File: config.mk
export PLATFORM = sky130hd
export DESIGN_NAME = sdram_arbiter
export DESIGN_NICKNAME = d
export VERILOG_FILES = /design/src/rtl/sdram_arb_pkg.sv /design/src/rtl/sdram_arbiter.sv
export SDC_FILE = /design/constraint.sdc
export NUM_CORES = 1
export LEC_CHECK = 0
export ABC_AREA = 1
export CAP_MARGIN = 20
export CORE_MARGIN = 2
export CORE_UTILIZATION = 30
export CTS_CLUSTER_SIZE = 16
export DETAILED_ROUTE_END_ITERATION = 12
export GPL_TIMING_DRIVEN = 0
export PLACE_DENSITY = 0.61
export SLEW_MARGIN = 20
export SYNTH_ARGS = -nofsm -noshare
export SYNTH_HDL_FRONTEND = slang
export SYNTH_SLANG_ARGS = --single-unit
File: constraint.sdc
create_clock -name clk -period 3.7 [get_ports clk]
set_clock_uncertainty 0.15 [all_clocks]
set_input_delay 0.74 -clock clk [delete_from_list [all_inputs] [get_ports clk]]
set_output_delay 0.74 -clock clk [all_outputs]
set_load 0.02 [all_outputs]
File: src/rtl/sdram_arb_pkg.sv
// Shared types for the two-requester SDRAM arbiter: FSM states,
// request bundle, timeout read data and the round-robin pick.
package sdram_arb_pkg;

   typedef enum logic [1:0] {
      IDLE,
      ISSUE,
      RELEASE,
      DONE
   } arb_state_t;

   localparam logic [31:0] ARB_TIMEOUT_DATA = 32'hDEAD_BEEF;

   // addr is sized for the widest core; the top truncates to ADDR_W
   typedef struct packed {
      logic [31:0] addr;
      logic [31:0] wdata;
      logic [3:0]  wmask;
   } req_t;

   // returns the winning requester index (0 or 1)
   function automatic logic rr_pick(
      input logic v0,
      input logic v1,
      input logic last
   );
      return (v0 && v1) ? ~last : v1;
   endfunction

endpackage

File: src/rtl/sdram_arbiter.sv
// Round-robin arbiter and valid/ready sequencer in front of the sdram core.
// Define SDRAM_ARB_TIMEOUT_EN to enable the watchdog and sticky arb_err.
module sdram_arbiter
   import sdram_arb_pkg::*;
#(
   parameter int ADDR_W         = 25,
   parameter int TIMEOUT_CYCLES = 4096
) (
   input  logic              clk,
   input  logic              resetn,
   input  logic              m0_valid,
   input  logic [ADDR_W-1:0] m0_addr,
   input  logic [31:0]       m0_wdata,
   input  logic [3:0]        m0_wmask,
   output logic              m0_ready,
   output logic [31:0]       m0_rdata,
   input  logic              m1_valid,
   input  logic [ADDR_W-1:0] m1_addr,
   input  logic [31:0]       m1_wdata,
   input  logic [3:0]        m1_wmask,
   output logic              m1_ready,
   output logic [31:0]       m1_rdata,
   output logic              sdram_valid,
   output logic [ADDR_W-1:0] sdram_addr,
   output logic [31:0]       sdram_din,
   output logic [3:0]        sdram_wmask,
   input  logic              sdram_ready,
   input  logic [31:0]       sdram_dout,
   output logic              arb_err
);

   arb_state_t        state_q, state_d;
   logic              grant_q, grant_d;
   logic              last_q, last_d;
   logic              is_rd_q, is_rd_d;
   logic              sv_q, sv_d;
   logic [ADDR_W-1:0] sa_q, sa_d;
   logic [31:0]       sd_q, sd_d;
   logic [3:0]        sm_q, sm_d;
   logic              rdy0_q, rdy0_d;
   logic              rdy1_q, rdy1_d;
   logic [31:0]       rd0_q, rd0_d;
   logic [31:0]       rd1_q, rd1_d;

   req_t r0, r1, req;
   logic pick;

   assign r0   = '{addr: 32'(m0_addr), wdata: m0_wdata, wmask: m0_wmask};
   assign r1   = '{addr: 32'(m1_addr), wdata: m1_wdata, wmask: m1_wmask};
   assign pick = rr_pick(m0_valid, m1_valid, last_q);
   assign req  = pick ? r1 : r0;

`ifdef SDRAM_ARB_TIMEOUT_EN
   logic [31:0] cnt_q, cnt_d;
   logic        err_q, err_d;
`else
   logic unused_tmo;
   assign unused_tmo = ^32'(TIMEOUT_CYCLES);
`endif

   always_comb begin
      state_d = state_q;
      grant_d = grant_q;
      last_d  = last_q;
      is_rd_d = is_rd_q;
      sv_d    = sv_q;
      sa_d    = sa_q;
      sd_d    = sd_q;
      sm_d    = sm_q;
      rdy0_d  = 1'b0;
      rdy1_d  = 1'b0;
      rd0_d   = rd0_q;
      rd1_d   = rd1_q;
`ifdef SDRAM_ARB_TIMEOUT_EN
      cnt_d   = '0;
      err_d   = err_q;
`endif
      unique case (state_q)
         IDLE: begin
            if (!sdram_ready && (m0_valid || m1_valid)) begin
               grant_d = pick;
               sa_d    = {req.addr[ADDR_W-1:2], 2'b00};
               sd_d    = req.wdata;
               sm_d    = req.wmask;
               is_rd_d = (req.wmask == 4'b0000);
               sv_d    = 1'b1;
               state_d = ISSUE;
            end
         end
         ISSUE: begin
            if (sdram_ready) begin
               if (is_rd_q) begin
                  if (grant_q) rd1_d = sdram_dout;
                  else         rd0_d = sdram_dout;
               end
               sv_d    = 1'b0;
               sm_d    = 4'b0000;
               state_d = RELEASE;
            end
         end
         RELEASE: begin
            if (!sdram_ready) begin
               rdy0_d  = ~grant_q;
               rdy1_d  = grant_q;
               last_d  = grant_q;
               state_d = DONE;
            end
         end
         DONE: begin
            state_d = IDLE;
         end
         default: state_d = IDLE;
      endcase
`ifdef SDRAM_ARB_TIMEOUT_EN
      // watchdog overrides whatever the handshake decided this cycle
      if (state_q == ISSUE || state_q == RELEASE) begin
         cnt_d = cnt_q + 32'd1;
         if (cnt_q >= 32'(TIMEOUT_CYCLES - 1)) begin
            sv_d = 1'b0;
            sm_d = 4'b0000;
            if (is_rd_q) begin
               if (grant_q) rd1_d = ARB_TIMEOUT_DATA;
               else         rd0_d = ARB_TIMEOUT_DATA;
            end
            rdy0_d  = ~grant_q;
            rdy1_d  = grant_q;
            last_d  = grant_q;
            err_d   = 1'b1;
            cnt_d   = '0;
            state_d = DONE;
         end
      end
`endif
   end

   always_ff @(posedge clk or negedge resetn) begin
      if (!resetn) begin
         state_q <= IDLE;
         grant_q <= 1'b0;
         last_q  <= 1'b1;
         is_rd_q <= 1'b0;
         sv_q    <= 1'b0;
         sa_q    <= '0;
         sd_q    <= '0;
         sm_q    <= '0;
         rdy0_q  <= 1'b0;
         rdy1_q  <= 1'b0;
         rd0_q   <= '0;
         rd1_q   <= '0;
      end else begin
         state_q <= state_d;
         grant_q <= grant_d;
         last_q  <= last_d;
         is_rd_q <= is_rd_d;
         sv_q    <= sv_d;
         sa_q    <= sa_d;
         sd_q    <= sd_d;
         sm_q    <= sm_d;
         rdy0_q  <= rdy0_d;
         rdy1_q  <= rdy1_d;
         rd0_q   <= rd0_d;
         rd1_q   <= rd1_d;
      end
   end

`ifdef SDRAM_ARB_TIMEOUT_EN
   always_ff @(posedge clk or negedge resetn) begin
      if (!resetn) begin
         cnt_q <= '0;
         err_q <= 1'b0;
      end else begin
         cnt_q <= cnt_d;
         err_q <= err_d;
      end
   end

   assign arb_err = err_q;
`else
   assign arb_err = 1'b0;
`endif

   assign sdram_valid = sv_q;
   assign sdram_addr  = sa_q;
   assign sdram_din   = sd_q;
   assign sdram_wmask = sm_q;
   assign m0_ready    = rdy0_q;
   assign m1_ready    = rdy1_q;
   assign m0_rdata    = rd0_q;
   assign m1_rdata    = rd1_q;

endmodule
; After elaboration in Yosys (flattened, before gate mapping)
; Cells that the tools add are included.
[totals]
out_inout_bits = 129
regBits = 131
in_bits = 159
wordCells = 50
[op_classes]
reduce_logical = 13
mux = 16
bitwise = 3
eq_ne = 6
[op_table]
columns = cell, count
row1 = 61-bit two-way mux, 1
row2 = 4-bit two-way mux, 2
row3 = 2-bit case mux with 4 select lines, 1
row4 = 4-bit case mux with 2 select lines, 1
row5 = 4-bit AND reduction, 2
row6 = 1-bit two-way mux, 7
row7 = 2-bit two-way mux, 3
row8 = 2-bit != test (second input constant), 3
row9 = 3-bit AND reduction, 2
row10 = 2-bit equality test (second input constant), 2
row11 = 4-bit logical NOT, 1
row12 = 2-bit AND reduction, 2
row13 = 1-bit NOT, 3
row14 = 2-bit by 1-bit equality test with 1-bit output (second input constant), 1
row15 = 1-bit logical AND, 2
row16 = 2-bit logical NOT, 1
row17 = 1-bit case mux with 2 select lines, 1
row18 = 2-bit nonzero test, 1
row19 = 1-bit logical NOT, 1
row20 = 1-bit logical OR, 1

; Logic depth before layout (Yosys ltp)
; Gate-level depths: netlist of run 1.
[depth]
ltp_word = 5
depth_mapped = 8
mapped_depth_nobuf = 7

; Worst setup path after synthesis of run 1
; No wires, ideal clock.
[synth_path]
path_type = input to register
startpoint = in m0_valid
endpoint = reg sm_q[1], in the netlist sdram_wmask[1]
setup_ns = 0.127
path_stages = 5
arrival_ns = 1.444
setup_slack_ns = 1.979
path_buffers = 1
required_time_ns = 3.423
cell_sequence = nand2_1 nand2_1 buf_2 o21ai_0 o21ai_1
[synth_between]
elab_chain_len = 5
elab_cells_between_ends = 9
cone_classes = eq/ne (1) / mux (4) / reduce/logical (4)
[synth_rtl]
columns = element, line_no
row1 = "start, declared", sdram_arbiter.sv:11  ; input logic m0_valid,
row2 = 1-bit logical AND, sdram_arb_pkg.sv:27  ; return (v0 && v1) ? ~last : v1;
row3 = 1-bit two-way mux, sdram_arb_pkg.sv:27
row4 = 61-bit two-way mux, sdram_arbiter.sv:51  ; assign req = pick ? r1 : r0;
row5 = 4-bit two-way mux, sdram_arbiter.sv:80  ; if (!sdram_ready && (m0_valid || m1_valid)) begin
row6 = 4-bit case mux with 2 select lines, sdram_arbiter.sv:78  ; unique case (state_q)
row7 = "end signal, assigned", sdram_arbiter.sv:158  ; sm_q <= sm_d;
row8 = "end, declared", sdram_arbiter.sv:39  ; logic [3:0] sm_q, sm_d;
; Several ways; a longest one is shown, not always the timed one. The select of a mux whose other input is x is not followed.
; A chain may end at the register's enable or synchronous reset.

; Final worst setup path of run 1
[layout_path]
startpoint = in m1_valid
endpoint = reg is_rd_q
[layout_between]
elab_chain_len = 4
elab_cells_between_ends = 7
cone_classes = mux (2) / reduce/logical (5)
[layout_rtl]
columns = element, line_no
row1 = "start, declared", sdram_arbiter.sv:17  ; input logic m1_valid,
row2 = 1-bit logical AND, sdram_arb_pkg.sv:27
row3 = 1-bit two-way mux, sdram_arb_pkg.sv:27
row4 = 61-bit two-way mux, sdram_arbiter.sv:51
row5 = 4-bit logical NOT, sdram_arbiter.sv:85  ; is_rd_d = (req.wmask == 4'b0000);
row6 = "end signal, assigned", sdram_arbiter.sv:154  ; is_rd_q <= is_rd_d;
row7 = "end, declared", sdram_arbiter.sv:35  ; logic is_rd_q, is_rd_d;
; Several ways; a longest one is shown, not always the timed one.

==> results.ini, run 1 <==
[die]
num_rows=49
die_h_um=139
core-area_sq_um=17900
dieArea_sq_um=19200
start_util=0.304
ioPinCount=288
die_x_um=139

[detailed_routing]
wirelength_mm=18.0
wl_per_cell_um=15.5
viasPerCell=4.56
drc_errors=0
drt-pass1-iter-count=4
vias=5307
drt-initial-drc-count=163
final_antenna_net_count=0

[pwr]
ir_drop_mv=0.387
p_leak_uw=0.00416
p_per_area_nw_per_um2=834

[sta]
slew_violations=0
setup_violations=0
whs_ns=0.0861
hold_viol_final=0
rsz0062_at_grt=false
timing.fmax_mhz=404
min_period_ns=2.47
slew_headroom=0.512
worst_pin_slew_ns=0.725
period_share=0.668
tns_ns=0

[worst_setup_path]
r2r-start=last_q
setup.worst_path.start=m1_valid
path_buf_inv=2
slowest_stage=o21ai_0
startpoint_type=input pin
worstPathCellList=clkdlybuf4s50_1, nand2_1, buf_2, o21ai_0, nand3_1, nand2_1
crit_path_max_incr_delay_ns=0.60
cp.arrival_ns=2.68
cp.depth=6
crit_fanout=10
crit_family=buffers and inverters
end_kind=flip-flop
required_ns=3.90
worstSetupPathType=in -> reg
path_common_cell=nand2_1
rr_worst_depth=6

[finish]
antenna_cells=0
areaGrowthSynthToFinish_pct=68.9
drive_above_1_share=0.0685
fin_nets=1083

[global_route]
grt_max_degree=78
grt_pass1_wl_mm=28.9
grt-ovfl-total=0
grt_pass1_vias=5360
antenna_found_initial=0
grtUsageTotal=0.189

[yosys]
synth_area_sq_um=5440
ys_ff_latch=131
async_flop_share=1.00
synthDistinctLibCells=19
ys_top_cells_by_area=dfrtp_1 60%, o21ai_1 9.4%, nand2_1 8.3%, nor2_1 6.4%, o21ai_0 4.2%
synth_area_per_cell_sq_um=8.79
synth_top_cell_by_area=dfrtp_1
synth_edf_count=0
synthCells=619
netlist_top_cells_count=130 x dfrtp_1, 120 x nand2_1, 102 x o21ai_1, 93 x nor2_1, 46 x o21ai_0
yosys.area.top_type_share=0.598
yosysWarnings=0
dominantRegCellSynth=dfrtp_1
ys_seq_area_frac=0.602
yosys.cell_count.top_type=dfrtp_1

[placement]
dpl.hpwl_mm=13.5
port_buffers=280
gp_congestion=0.795

[clocking]
clock-root-buffer=clkbuf_16
htreeDepth=4
cts_buffers=17
hold_buffers=0
cts_tree=built
cts_sinks=131
cts_buffer_depth=2
clkTransAtPathRegs_ns=0.06
postCtsSetupBuffers=0
worstSkewPairLatency_ns=0.41
cts_resized=0

[run]
cap_violations=0

[hold_path]
hp-class=in -> async

[status]
outcome=completed

[state kept, by name, indices dropped and copies added (netlist names), 2 cells and up]
register / cells
m0_rdata: 32
m1_rdata: 32
sdram_din: 32
sdram_addr: 23
sdram_wmask: 4
state_q: 2
[through the flow]
step,utilization,setup WS [ns],total power [uW],std cells,area [sq um]
floorplan,-,1.98,4100,621,5450
global placement,0.477,-3.74,5910,1130,8540
detailed placement,0.479,0.752,5950,1131,8570
CTS,0.514,1.19,7770,1163,9200
global route,0.514,1.14,8140,1163,9200
finish,0.514,1.23,7670,1163,9200
[layer usage]
| metal | vias up | track usage | share of wire |
|---|---|---|---|
| met2 | 225 | 0.307 | 0.46 |
| met5 | - | 0 | 0 |
| met3 | 13 | 0.0742 | 0.092 |
| li1 | 2606 | - | - |
| met4 | 0 | 0.0521 | 0.011 |
| met1 | 2463 | 0.236 | 0.43 |
[cell type report]
cell class / instances / area, sq um
inverters: 43 / 161
clock inverters: 15 / 196
fillers: 1728 / 8710
plain buffers: 37 / 186
multi-input cells: 410 / 1820
well taps: 229 / 287
repair buffers: 281 / 2840
clock buffers: 17 / 425
flip-flops and latches: 131 / 3280
[cells in the final DEF (no fill, tap or decap), drive strengths merged, types with 2 or more instances in the layout]
| cell | n |
|---|---|
| clkinvlp | 3 |
| bufinv | 3 |
| nand2 | 120 |
| inv | 50 |
| ha | 3 |
| clkbuf | 32 |
| o21ai | 148 |
| nor2 | 94 |
| dfrtp | 130 |
| clkdlybuf4s50 | 279 |
| a21oi | 32 |
| nand3 | 8 |
| buf | 24 |
| conb | 3 |
| clkinv | 2 |
[cell families (layout without fill, tap and decap cells)]
kind of cell	after synthesis	after routing	synth area share
other cells	1	3	0.000689
flops	131	131	0.602
compound gates	180	180	0.165
simple gates	224	224	0.161
fa+ha+maj	3	3	0.00690
buf+inv	80	393	0.0639
[path summary, 6_finish.rpt]
kind                       slack, ns             end
max                             1.23         is_rd_q
min                             0.09     m0_rdata[8]
max reg2reg                     1.65         is_rd_q
min reg2reg                     0.32  sdram_wmask[3]
max in group asynchronous       2.58   sdram_din[14]
min in group clk                0.32  sdram_wmask[3]
[power breakdown]
part / switching [uW] / internal, uW
registers: 364 / 2100
clock network: 698 / 1080
logic: 1820 / 1610
Note: power is estimated with default switching activity, not from simulation.
==> inputs of run 2 (changes only) <==
==> constraint.sdc (replaced) <==
create_clock -name clk -period 2.31 [get_ports clk]
set_clock_uncertainty 0.15 [all_clocks]
set_input_delay 0.462 -clock clk [delete_from_list [all_inputs] [get_ports clk]]
set_output_delay 0.462 -clock clk [all_outputs]
set_load 0.02 [all_outputs]
==> run 2 against run 1 <==
Sequential cell count did not move. Via count rose by 0.30%. Non-clock buffer count rose by 1. Global-route usage barely moved. Highest routed layer unchanged.
==> results.ini, run 2 (synthesis results as in run 1) <==
[sta]
timing.fmax_mhz=456
setup_slack_ns=0.117  ; was 1.23 ns
rsz0062_at_grt=false  ; unchanged
slew_headroom=0.516  ; was 0.512
period_share=0.949
slew_violations=0  ; unchanged
setup_violations=0  ; unchanged
worst_pin_slew_ns=0.719  ; was 0.725 ns
hold_viol_final=0  ; unchanged
min_period_ns=2.19

[finish]
areaGrowthSynthToFinish_pct=69.1  ; was 68.9%
final_cell_mix=279 x clkdlybuf4s50_1, 130 x dfrtp_1, 120 x nand2_1, 102 x o21ai_1, 93 x nor2_1  ; unchanged
antenna_cells=0  ; unchanged
layout.cells.non_filler=1164  ; was 1163
fill_cells=1727  ; was 1728
fin_nets=1084  ; was 1083
fin_area_sq_um=9210  ; was 9200 sq um
layout_commonest_cell=clkdlybuf4s50_1  ; unchanged
drive_above_1_share=0.0684  ; was 0.0685
multiInputGateArea_sq_um=1820  ; unchanged
seq_area_sq_um=3280  ; unchanged

[detailed_routing]
final_antenna_net_count=0  ; unchanged
wl_per_cell_um=15.5  ; about the same
highest_layer=met4  ; unchanged
vias=5323  ; was 5307
drc_errors=0  ; unchanged
met3_length_mm=1.74  ; was 1.66 mm
viasPerCell=4.57  ; was 4.56
wl_met1_mm=7.75  ; was 7.79 mm
met2_length_mm=8.37  ; was 8.35 mm
wirelength_mm=18.1  ; was 18.0 mm
drt-initial-drc-count=164  ; was 163
drt-pass1-iter-count=4  ; unchanged

[worst_setup_path]
worstSetupPathType=in -> reg  ; unchanged
r2r-start=last_q  ; unchanged
path_common_cell=nand2_1  ; unchanged
timing.rr.end=is_rd_q  ; unchanged
rr_worst_depth=6  ; unchanged
startpoint_type=input pin  ; unchanged
rrSetupSlack_ns=0.26  ; was 1.65 ns
crit_fanout=10  ; unchanged
crit_path_max_incr_delay_ns=0.59  ; was 0.60 ns
required_ns=2.51  ; was 3.90 ns
worstPathCellList=clkdlybuf4s50_1, nand2_1, buf_2, o21ai_0, nand3_1, nand2_1  ; unchanged
slowest_stage=o21ai_0  ; unchanged
end_kind=flip-flop  ; unchanged
cp.arrival_ns=2.40  ; was 2.68 ns

[global_route]
grt_pass1_vias=5366  ; was 5360
grt_pass1_wl_mm=29.0  ; was 28.9 mm
antenna_found_initial=0  ; unchanged
grt_max_degree=78  ; unchanged
grt-ovfl-total=0  ; unchanged
grtUsageTotal=0.189  ; about the same

[clocking]
hold_buffers=1  ; was 0
cts_resized=0  ; unchanged
cts_sinks=131  ; unchanged
worstSkewPairLatency_ns=0.41  ; about the same
cts_buffers=17  ; unchanged
htreeDepth=4  ; unchanged
clock-root-buffer=clkbuf_16  ; unchanged
postCtsSetupBuffers=0  ; unchanged
cts_tree=built  ; unchanged
clkTransAtPathRegs_ns=0.06  ; about the same
cts_buffer_depth=2  ; unchanged

[placement]
dpl.hpwl_mm=13.5  ; unchanged
gp_congestion=0.795  ; unchanged
port_buffers=280  ; unchanged
place_area_sq_um=8570  ; unchanged
pre_cts_slack_ns=-0.360  ; was 0.752 ns
place_inst=1131  ; unchanged

[pwr]
p_per_area_nw_per_um2=1340  ; was 834 nW/um^2
p_sw_frac=0.376  ; about the same
comb_power_share=0.447  ; about the same
p_leak_uw=0.00416  ; about the same
power_frac_seq=0.321  ; about the same
p_int_uw=7670  ; was 4790 uW
p_sw_uw=4620  ; was 2880 uW
ir_drop_mv=0.620  ; was 0.387 mV
pwr-share-clk=0.232  ; about the same

[die]
num_rows=49  ; unchanged
die_x_um=139  ; unchanged
core-area_sq_um=17900  ; unchanged
die_h_um=139  ; unchanged
start_util=0.304  ; unchanged
ioPinCount=288  ; unchanged
dieArea_sq_um=19200  ; unchanged

[hold_path]
min_to=sdram_wmask[3]
worstHoldStart=sdram_wmask[3]
hold-path-cell-count=2
hp-class=reg -> reg  ; was in -> async

[status]
outcome=completed  ; unchanged

[run]
cap_violations=0  ; unchanged

==> run 2: changes by cell type in the layout (fill, tap and decap cells not counted), sizes merged <==
cell,delta
dlygate4sd3,+1
==> run 2: layout make-up <==
class / instances / area share
sequential: 131 / 0.356
timing repair buffer: 282 / 0.309
multi-input combinational: 410 / 0.198
clock buffer: 17 / 0.0462
tap: 229 / 0.0311
clock inverter: 15 / 0.0213
buffer: 37 / 0.0203
inverter: 43 / 0.0175
==> run 2: power groups by stage <==
stage	registers, uW	clock network [uW]	logic (uW)
floorplan	5180	0	1380
global placement	3940	0	5520
detailed placement	3970	0	5560
CTS	3950	2930	5570
global route	4090	3010	5950
finish	3940	2850	5500
==> run 2: per-layer routing <==
metal	global-route usage	vias to the layer above
li1	-	2607
met1	0.236	2477
met2	0.308	225
met3	0.0742	14
met4	0.0521	0
met5	0	-
==> run 2: worst max path at each step <==
stage               startpoint       endpoint  slack (ns)  cells after the start
global route          m0_valid        is_rd_q        0.03                      7
CTS                   m1_valid        is_rd_q        0.08                      6
global placement        resetn  sdram_din[23]       -4.85                      1
floorplan           state_q[1]   m1_rdata[10]        0.79                      7
finish                m1_valid        is_rd_q        0.12                      6
detailed placement    m1_valid        is_rd_q       -0.36                      6
==> run 2: critical path, delay by kind of cell <==
family / cells / cell delay, ns
buf+inv: 2 / 0.83
compound gates: 1 / 0.59
simple gates: 3 / 0.50
==> run 2: stage by stage <==
step                hold WS [ns]  total power, uW  utilization  setup TNS, ns
global placement           0.308             9460        0.477        -632.77
CTS                        0.329            12400        0.514              0
finish                     0.324            12300        0.514              0
floorplan                 0.0164             6570            -              0
detailed placement         0.269             9530        0.479         -0.713
global route               0.347            13000        0.514              0
==> inputs of run 3 (changes only) <==
--- a/config.mk
+++ b/config.mk
@@ -12,6 +12,8 @@
 export CTS_CLUSTER_SIZE = 16
 export DETAILED_ROUTE_END_ITERATION = 12
 export GPL_TIMING_DRIVEN = 0
+export HOLD_SLACK_MARGIN = 0.03
+export MAX_ROUTING_LAYER = met4
 export PLACE_DENSITY = 0.61
 export SLEW_MARGIN = 20
 export SYNTH_ARGS = -nofsm -noshare
==> run 3 against run 2 <==
Core utilization is the same. Critical path type unchanged. Largest cell class unchanged. Sequential power is essentially flat. Design area is the same. Critical path depth is the same. Routed wire length grew 0.16%. Critical endpoint unchanged.
==> results.ini, run 3 (synthesis results as in run 1) <==
[run]
cap_violations=0  ; unchanged

[placement]
port_buffers=280  ; unchanged
gp_congestion=0.806  ; was 0.795
dpl.hpwl_mm=13.5  ; unchanged
pre_cts_slack_ns=-0.360  ; unchanged
place_inst=1131  ; unchanged
place_area_sq_um=8570  ; unchanged

[pwr]
ir_drop_mv=0.620  ; about the same
p_per_area_nw_per_um2=1340  ; about the same
p_leak_uw=0.00416  ; unchanged

[detailed_routing]
drc_errors=0  ; unchanged
wirelength_mm=18.1  ; about the same
drt-pass1-iter-count=4  ; unchanged
drt-initial-drc-count=191  ; was 164
wl_per_cell_um=15.5  ; about the same
viasPerCell=4.57  ; about the same
final_antenna_net_count=0  ; unchanged
vias=5325  ; was 5323

[finish]
finish.utilization=0.514  ; unchanged
final_cell_mix=279 x clkdlybuf4s50_1, 130 x dfrtp_1, 120 x nand2_1, 102 x o21ai_1, 93 x nor2_1  ; unchanged
layout_commonest_cell=clkdlybuf4s50_1  ; unchanged
drive_above_1_share=0.0684  ; unchanged
layout.cells.non_filler=1164  ; unchanged
fin_nets=1084  ; unchanged
fin_area_sq_um=9210  ; unchanged
antenna_cells=0  ; unchanged
areaGrowthSynthToFinish_pct=69.1  ; unchanged

[worst_setup_path]
crit_family=buffers and inverters  ; unchanged
slowest_stage=clkdlybuf4s50_1  ; was o21ai_0
path_buf_inv=2  ; unchanged
worstPathCellList=clkdlybuf4s50_1, nand2_1, buf_2, o21ai_0, nand3_1, nand2_1  ; unchanged
crit_fanout=10  ; unchanged
path_common_cell=nand2_1  ; unchanged
cp.arrival_ns=2.34  ; was 2.40 ns
end_kind=flip-flop  ; unchanged
required_ns=2.51  ; about the same
worstSetupPathType=in -> reg  ; unchanged
startpoint_type=input pin  ; unchanged
crit_path_max_incr_delay_ns=0.55  ; was 0.59 ns

[global_route]
top_usage_layer=met2  ; unchanged
antenna_found_initial=0  ; unchanged
grt-ovfl-total=0  ; unchanged
grtUsageTotal=0.195  ; was 0.189
use_met1=0.249  ; was 0.236
grt_max_degree=78  ; unchanged
grt_pass1_wl_mm=28.9  ; was 29.0 mm
gr-usage-met3=0.0570  ; was 0.0742
grtUsageMet2=0.307  ; was 0.308
grt_pass1_vias=5399  ; was 5366

[clocking]
cts_buffer_depth=2  ; unchanged
clock-root-buffer=clkbuf_16  ; unchanged
worstSkewPairLatency_ns=0.41  ; about the same
cts_resized=0  ; unchanged
cts_sinks=131  ; unchanged
cts_buffers=17  ; unchanged
cts_tree=built  ; unchanged
htreeDepth=4  ; unchanged
postCtsSetupBuffers=0  ; unchanged
clkTransAtPathRegs_ns=0.06  ; about the same

[sta]
setup_violations=0  ; unchanged
slew_violations=0  ; unchanged
setup_slack_ns=0.169  ; was 0.117 ns
min_period_ns=2.14  ; was 2.19 ns
worst_pin_slew_ns=0.658  ; was 0.719 ns
tns_ns=0  ; unchanged
period_share=0.927  ; was 0.949
slew_headroom=0.557  ; was 0.516
timing.fmax_mhz=467  ; was 456 MHz
rsz0062_at_grt=false  ; unchanged
hold_viol_final=0  ; unchanged

[die]
die_h_um=139  ; unchanged
num_rows=49  ; unchanged
die_x_um=139  ; unchanged
core-area_sq_um=17900  ; unchanged
ioPinCount=288  ; unchanged
start_util=0.304  ; unchanged
dieArea_sq_um=19200  ; unchanged

[hold_path]
hp-class=reg -> reg  ; unchanged

[status]
outcome=completed  ; unchanged

-- run 3: cell counts in the layout (fill, tap and decap cells not counted) --
No cell type changed its count.
-- run 3: report_power, final --
group / total, uW / switching (uW) / internal (uW)
registers: 3940 / 585 / 3360
clock network: 2850 / 1120 / 1730
logic: 5500 / 2920 / 2580
-- run 3: cell type report --
type	count	area, sq um
buffer	37	186
clock buffer	17	425
clock inverter	15	196
fill	1727	8700
inverter	43	161
multi-input combinational	410	1820
sequential	131	3280
tap	229	287
timing repair buffer	282	2850
-- run 3: path summary, 6_finish.rpt --
kind                                start              to  slack (ns)  cells after the start
setup / recovery                 m1_valid         is_rd_q        0.17                      6
hold / removal             sdram_wmask[3]  sdram_wmask[3]        0.32                      2
setup reg to reg                   last_q         is_rd_q        0.31                      6
hold reg to reg            sdram_wmask[3]  sdram_wmask[3]        0.32                      2
max in group asynchronous          resetn    sdram_din[4]        0.86                      3
min in group asynchronous          resetn     m0_rdata[8]        0.41                      2
-- run 3: repair_timing --
item / CTS / global route
hold buffers: 1 / 0
hold endpoints to repair: 53 / 0
setup endpoints to repair: 0 / 0
-- run 3: tightest hold or removal path: cells and delay by family, from the launching register on --
family	cells	cell delay (ns)
and+or+nand+nor	2	0.10
DFF	1	0.34
-- run 3: metal layers --
| layer | wire [um] | vias to the layer above |
|---|---|---|
| met4 | 180 | 0 |
| li1 | - | 2610 |
| met3 | 1330 | 12 |
| met5 | 0 | - |
| met1 | 8150 | 2486 |
| met2 | 8420 | 217 |
-- run 3: stage by stage --
step	total power (uW)	hold slack, ns
finish	12300	0.324
global route	13000	0.347
CTS	12400	0.329
detailed placement	9530	0.269
global placement	9460	0.308
floorplan	6570	0.0164
